<file path="src/rtl/switch_instr_issue.sv">
// switch_instr_issue: debounces the execute key and captures the switch fields into a one-entry issue buffer.
// Latency: with D = DEBOUNCE_CYCLES, instr_valid rises after edge D+3 counted from the first low key sample.
// Backpressure: valid/ready; a press that finds the buffer full with no handshake on that edge is dropped.
//
// Ports:
//   clk, rst_n                  clock, asynchronous active-low reset
//   key_exec_n                  raw execute pushbutton, active low, asynchronous to clk
//   codop, addA, addB_LMM, addC  quasi-static instruction fields from the switch reader
//   instr_ready                 datapath accepts the buffered instruction when instr_valid is also 1
//   instr_valid, instr_*        buffered instruction and its valid flag
//   key_pressed                 debounced key level, 1 = pressed
//   issue_count, drop_count     8-bit wrapping statistics
//
// Optional feature macro: SWITCH_ISSUE_STATS_EN builds the statistics counters;
// without it both counter outputs are tied to zero.
module switch_instr_issue #(
   parameter int unsigned DEBOUNCE_CYCLES = 16
) (
   input  logic       clk,
   input  logic       rst_n,
   input  logic       key_exec_n,
   input  logic [3:0] codop,
   input  logic [3:0] addA,
   input  logic [3:0] addB_LMM,
   input  logic [3:0] addC,
   input  logic       instr_ready,
   output logic       instr_valid,
   output logic [3:0] instr_codop,
   output logic [3:0] instr_addA,
   output logic [3:0] instr_addB_LMM,
   output logic [3:0] instr_addC,
   output logic       key_pressed,
   output logic [7:0] issue_count,
   output logic [7:0] drop_count
);

   typedef enum logic [1:0] {
      ST_UP       = 2'd0,
      ST_DOWN_CHK = 2'd1,
      ST_DOWN     = 2'd2,
      ST_UP_CHK   = 2'd3
   } state_t;

   localparam logic [15:0] CNT_LAST = 16'(DEBOUNCE_CYCLES - 1);

   // ------------------------------------------------------------------
   // Key synchronizer. Both flops reset to the released level so that a
   // reset never manufactures a press.
   // ------------------------------------------------------------------
   logic r_sync1;
   logic r_sync2;

   always_ff @(posedge clk or negedge rst_n) begin
      if (!rst_n) begin
         r_sync1 <= 1'b1;
         r_sync2 <= 1'b1;
      end else begin
         r_sync1 <= key_exec_n;
         r_sync2 <= r_sync1;
      end
   end

   logic w_key_s;
   assign w_key_s = r_sync2;

   // ------------------------------------------------------------------
   // Debounce FSM. key_pressed is a registered output that changes only
   // on the edges that settle into DOWN or back into UP; UP_CHK keeps it
   // high because a bounce during release falls back to DOWN.
   // ------------------------------------------------------------------
   state_t      r_state;
   logic [15:0] r_cnt;
   logic        r_key_pressed;
   logic        w_cnt_done;

   assign w_cnt_done = (r_cnt == CNT_LAST);

   always_ff @(posedge clk or negedge rst_n) begin
      if (!rst_n) begin
         r_state       <= ST_UP;
         r_cnt         <= 16'd0;
         r_key_pressed <= 1'b0;
      end else begin
         case (r_state)
            ST_UP: begin
               if (!w_key_s) begin
                  r_state <= ST_DOWN_CHK;
                  r_cnt   <= 16'd0;
               end
            end
            ST_DOWN_CHK: begin
               if (w_key_s) begin
                  r_state <= ST_UP;
               end else if (w_cnt_done) begin
                  r_state       <= ST_DOWN;
                  r_key_pressed <= 1'b1;
               end else begin
                  r_cnt <= r_cnt + 16'd1;
               end
            end
            ST_DOWN: begin
               if (w_key_s) begin
                  r_state <= ST_UP_CHK;
                  r_cnt   <= 16'd0;
               end
            end
            ST_UP_CHK: begin
               if (!w_key_s) begin
                  r_state <= ST_DOWN;
               end else if (w_cnt_done) begin
                  r_state       <= ST_UP;
                  r_key_pressed <= 1'b0;
               end else begin
                  r_cnt <= r_cnt + 16'd1;
               end
            end
            default: begin
               r_state <= ST_UP;
            end
         endcase
      end
   end

   // The press event is the single edge that leaves DOWN_CHK towards DOWN;
   // the buffer acts on that same edge, so it is decoded from current state.
   logic w_press;
   assign w_press = (r_state == ST_DOWN_CHK) && !w_key_s && w_cnt_done;

   // ------------------------------------------------------------------
   // Single-entry issue buffer.
   // ------------------------------------------------------------------
   logic       r_instr_valid;
   logic [3:0] r_instr_codop;
   logic [3:0] r_instr_addA;
   logic [3:0] r_instr_addB_LMM;
   logic [3:0] r_instr_addC;
   logic       w_hs;
   logic       w_capture;
   logic       w_drop;

   assign w_hs      = r_instr_valid && instr_ready;
   // A full buffer may still take the press when its current entry leaves
   // on the same edge, so back-to-back issue needs no idle cycle.
   assign w_capture = w_press && (!r_instr_valid || w_hs);
   assign w_drop    = w_press && r_instr_valid && !w_hs;

   always_ff @(posedge clk or negedge rst_n) begin
      if (!rst_n) begin
         r_instr_valid    <= 1'b0;
         r_instr_codop    <= 4'd0;
         r_instr_addA     <= 4'd0;
         r_instr_addB_LMM <= 4'd0;
         r_instr_addC     <= 4'd0;
      end else if (w_capture) begin
         r_instr_valid    <= 1'b1;
         r_instr_codop    <= codop;
         r_instr_addA     <= addA;
         r_instr_addB_LMM <= addB_LMM;
         r_instr_addC     <= addC;
      end else if (w_hs) begin
         // Fields keep their last values; only the valid flag drops.
         r_instr_valid <= 1'b0;
      end
   end

   // ------------------------------------------------------------------
   // Statistics
   // ------------------------------------------------------------------
`ifdef SWITCH_ISSUE_STATS_EN
   logic [7:0] r_issue_count;
   logic [7:0] r_drop_count;

   always_ff @(posedge clk or negedge rst_n) begin
      if (!rst_n) begin
         r_issue_count <= 8'd0;
         r_drop_count  <= 8'd0;
      end else begin
         if (w_hs) begin
            r_issue_count <= r_issue_count + 8'd1;
         end
         if (w_drop) begin
            r_drop_count <= r_drop_count + 8'd1;
         end
      end
   end

   assign issue_count = r_issue_count;
   assign drop_count  = r_drop_count;
`else
   logic w_unused_drop;
   assign w_unused_drop = w_drop;
   assign issue_count   = 8'd0;
   assign drop_count    = 8'd0;
`endif

   assign instr_valid    = r_instr_valid;
   assign instr_codop    = r_instr_codop;
   assign instr_addA     = r_instr_addA;
   assign instr_addB_LMM = r_instr_addB_LMM;
   assign instr_addC     = r_instr_addC;
   assign key_pressed    = r_key_pressed;

endmodule
</file>
<file path="config.mk">
export PLATFORM = sky130hd
export DESIGN_NAME = switch_instr_issue
export DESIGN_NICKNAME = d
export VERILOG_FILES = /design/src/rtl/switch_instr_issue.sv
export SDC_FILE = /design/constraint.sdc
export NUM_CORES = 1
export LEC_CHECK = 0
export BUFFER_PORTS_ARGS = -buffer_cell sky130_fd_sc_hd__buf_2
export CAP_MARGIN = 25
export CELL_PAD_IN_SITES_DETAIL_PLACEMENT = 2
export CELL_PAD_IN_SITES_GLOBAL_PLACEMENT = 2
export CORE_UTILIZATION = 35
export CTS_BUF_LIST = sky130_fd_sc_hd__clkbuf_4 sky130_fd_sc_hd__clkbuf_8 sky130_fd_sc_hd__clkbuf_16
export DETAILED_ROUTE_END_ITERATION = 7
export PLACE_DENSITY_LB_ADDON = 0.1
export SETUP_SLACK_MARGIN = 0.1
export SLEW_MARGIN = 20
export SYNTH_ARGS = -nofsm -noshare
export SYNTH_HDL_FRONTEND = slang
export SYNTH_SLANG_ARGS = --single-unit
</file>
<file path="constraint.sdc">
create_clock -name clk -period 5.1 [get_ports clk]
set_input_delay 0.51 -clock clk [delete_from_list [all_inputs] [get_ports clk]]
set_output_delay 0.51 -clock clk [all_outputs]
set_load 0.005 [all_outputs]
</file>
==> results by group <==
STA
  – Max Transition Viols Final: 0
  – Unrepaired setup endpoints after global routing: false
  – Sum of negative setup slack: 0 ps
  – Transition time at the pin with the least slew margin: between 800 and 900 ps
  – Final min period: about 2400 ps
  – Setup clock skew after layout: between 7 and 8 ps
  – Period utilisation layout: 0.4667
  – Hold WS: ~310 ps
  – Maximum clock frequency: approximately 420 MHz
  – Fin. Hold Viols: 0
  – # setup viols final: 0
  – Normalized max-slew margin: 0.4286

Yosys
  – Number of enable-type register cells in the synthesized netlist: 0
  – Average size of a mapped cell: around 11 um2
  – Number of warnings printed during yosys synthesis: 0
  – Cells taking the most area after synthesis: dfrtp_1, buf_4, mux2_1, mux2_2, nand2_1
  – Synth area leader: dfrtp_1
  – Fraction of post-synthesis cell area in the top cell type by area: 0.4675
  – Register bit total from synthesis: 38
  – Cell variety after synth: 44
  – Cell with the most instances after synthesis: dfrtp_1
  – Number of instances in the synthesized netlist: between 150 and 200
  – Share of synthesized flip-flops with an asynchronous set or reset: 1.000
  – Sequential area share after synthesis: 0.4948
  – Most used flip-flop cell after synthesis: dfrtp_1
  – Leading cell types by count after synthesis: dfrtp_1, buf_4, nand2_1
  – Netlist area before placement: around 1900 um2

CTS
  – Post-CTS setup buffers: 0
  – Clock-pin slew on the worst setup and hold paths: 80 ps
  – Number of buffers added by the clock tree synthesis step: 5
  – Post-CTS Hold Buffers: 0
  – Root Driver: clkbuf_8
  – Clock tree buffer depth: 2
  – Post-CTS sizing: 0
  – Sinks on Clock Net: 38
  – Worst skew pair latency: 290 ps
  – Count of H-tree levels built during CTS: 2
  – CTS tree: built

Setup path
  – Setup CP Type: reg2reg
  – Crit-path slowest cell: nor4_2
  – Max FO, Critical Path: 12
  – Worst endpoint required time: approximately 5300 ps
  – Cell-by-cell listing of the critical path: nor4_2 -> nand4_2 -> nor4_4 -> buf_6 -> mux2_1
  – CP Launch Point: r_cnt[12]
  – Critical path capture point type: flip-flop
  – Number of cells traversed by the worst register-to-register path: 5
  – Data arrival time of the critical path: between 2000 and 3000 ps
  – Worst setup SP type: flip-flop
  – Slack of the worst reg-to-reg path: approximately 2700 ps
  – Largest incremental delay on the critical path: 510 ps
  – Startpoint of the worst register-to-register path: r_cnt[12]

Global routing
  – Antenna violations before repair: 0
  – Total routing usage reported by global routing: 0.1693
  – Number of global-route vias before repair: approximately 1600
  – Global-route wire length before repair: about 8 mm
  – Largest net degree at the start of global routing: 39
  – Total gr overflow: 0

Power and ir drop
  – Power density normalized to cell area: ~260 nW/um2
  – Total leakage power: roughly 0.00097 uW
  – Largest voltage drop on the vdd net: approximately 0.00014 V

Detailed routing
  – Number of vias per cell after detailed routing: approximately 5.1
  – Antenna-violating nets left: 0
  – Total iterations of the first detailed-routing run: 4
  – Drt first-iter violations: 57
  – Aggregate routed wire length: 4.668 mm
  – Avg WL per Cell: 16.55 um
  – Overall via count from detail_route: 1440
  – Number of remaining DRC errors: 0

Die
  – Num rows: 26
  – Effective utilization at floorplan: 0.3702
  – X dimension of the die: 76.20 um
  – Overall die height: 76.20 um
  – Core Area: about 5200 um2
  – Count of boundary I/O pins: 54
  – Full die area: between 5000 and 6000 um2

Hold path
  – Cell depth of the worst min-delay path: 1
  – Hold Crit Class: in2reg
  – Min-Delay Startpoint: key_exec_n

Final layout
  – Final Core Density: 0.4236
  – Area added between synthesis and finish: 14.42%
  – Layout Nets: between 200 and 250
  – Ratio of cells with drive above 1 in the final layout: 0.2972
  – Post-Layout Inst Area: between 2000 and 2500 um2
  – ANT cells: 0

Placed design
  – Detailed placer's ending HPWL: between 3 and 4 mm
  – IO Port Bufs: 37
  – Area post-placement: between 2000 and 2500 um2
  – Routability congestion estimate: 0.7613

Run
  – Number of violations of the max-capacitance limit: 0

Status
  – Status: completed
[path summary, 6_finish.rpt]
kind,endpoint
max in group asynchronous,r_cnt[6]
worst max register to register,instr_addB_LMM[0]
worst max-delay path,instr_addB_LMM[0]
min in group asynchronous,r_state[0]
worst min register to register,r_sync2
worst min-delay path,r_sync1
[power breakdown]
part	leakage [uW]	internal [uW]	switching (uW)
clock network	0.0000472	109	108
logic	0.000446	18.6	24.4
registers	0.000477	312	10.5
total	0.000970	440	143
[state kept, by name, summed over array words and instances (netlist names), named ones only]
register        flops
r_sync1             1
instr_addB_LMM      4
instr_valid         1
r_sync2             1
r_cnt              16
key_pressed         1
instr_codop         4
r_state             1
instr_addA          4
instr_addC          4
[routing by layer]
layer,share of wire,global-route usage
met1,0.40,0.1946
met2,0.54,0.3064
met3,0.049,0.03713
met4,0.0090,0.06346
met5,0,0
[logic make-up (layout without fill, tap and decap cells)]
kind of cell / count (synthesis) / after routing / share of synthesized area
buffers and inverters: 28 / 52 / 0.09546
xor gates and xnor gates: 3 / 3 / 0.01364
and+or+nand+nor: 54 / 54 / 0.1766
other: 1 / 16 / 0.001946
adders and majority gates: 1 / 1 / 0.006492
AOI/OAI and AO/OA: 31 / 31 / 0.1117
muxes: 17 / 17 / 0.09935
DFF: 38 / 38 / 0.4948
[layout by cell type, fill, tap and decap left out, drive strengths merged, types with 2 or more instances in the layout]
cell	count
dfrtp	36
or2	2
or4	2
nor4	5
a21oi	7
xnor2	2
mux2	17
o211ai	5
nor2	4
inv	5
nand2b	2
o21ai	5
dfstp	2
nand3	7
buf	39
or3	3
clkbuf	6
nand2	15
and3	2
and4	2
a21o	3
nand4	6
o311ai	3
conb	16
[area by class of cell]
class	count	area, um2
Tap cell	70	87.58
Clock inverter	2	12.51
Multi-Input combinational cell	122	845.8
Clock buffer	6	82.58
Inverter	5	18.77
Timing Repair Buffer	39	203.9
Fill cell	562	3000
Sequential cell	38	953.4
[stage by stage]
step	cells	worst slack (ps)	total power (uW)
after floorplan	188	3023	354.4
after global placement	273	2529	368.6
after detailed placement	273	2417	373.2
after CTS	281	2394	590.6
after global routing	282	2563	608.1
final	282	2720	582.7
[critical path, delay by kind of cell (launching register included)]
family | cells | cell delay (ps)
buffers and inverters | 1 | 230
multiplexers | 1 | 350
flip-flops | 1 | 450
AND/OR/NAND/NOR | 3 | 1230
(Power assumes the default switching activity.)
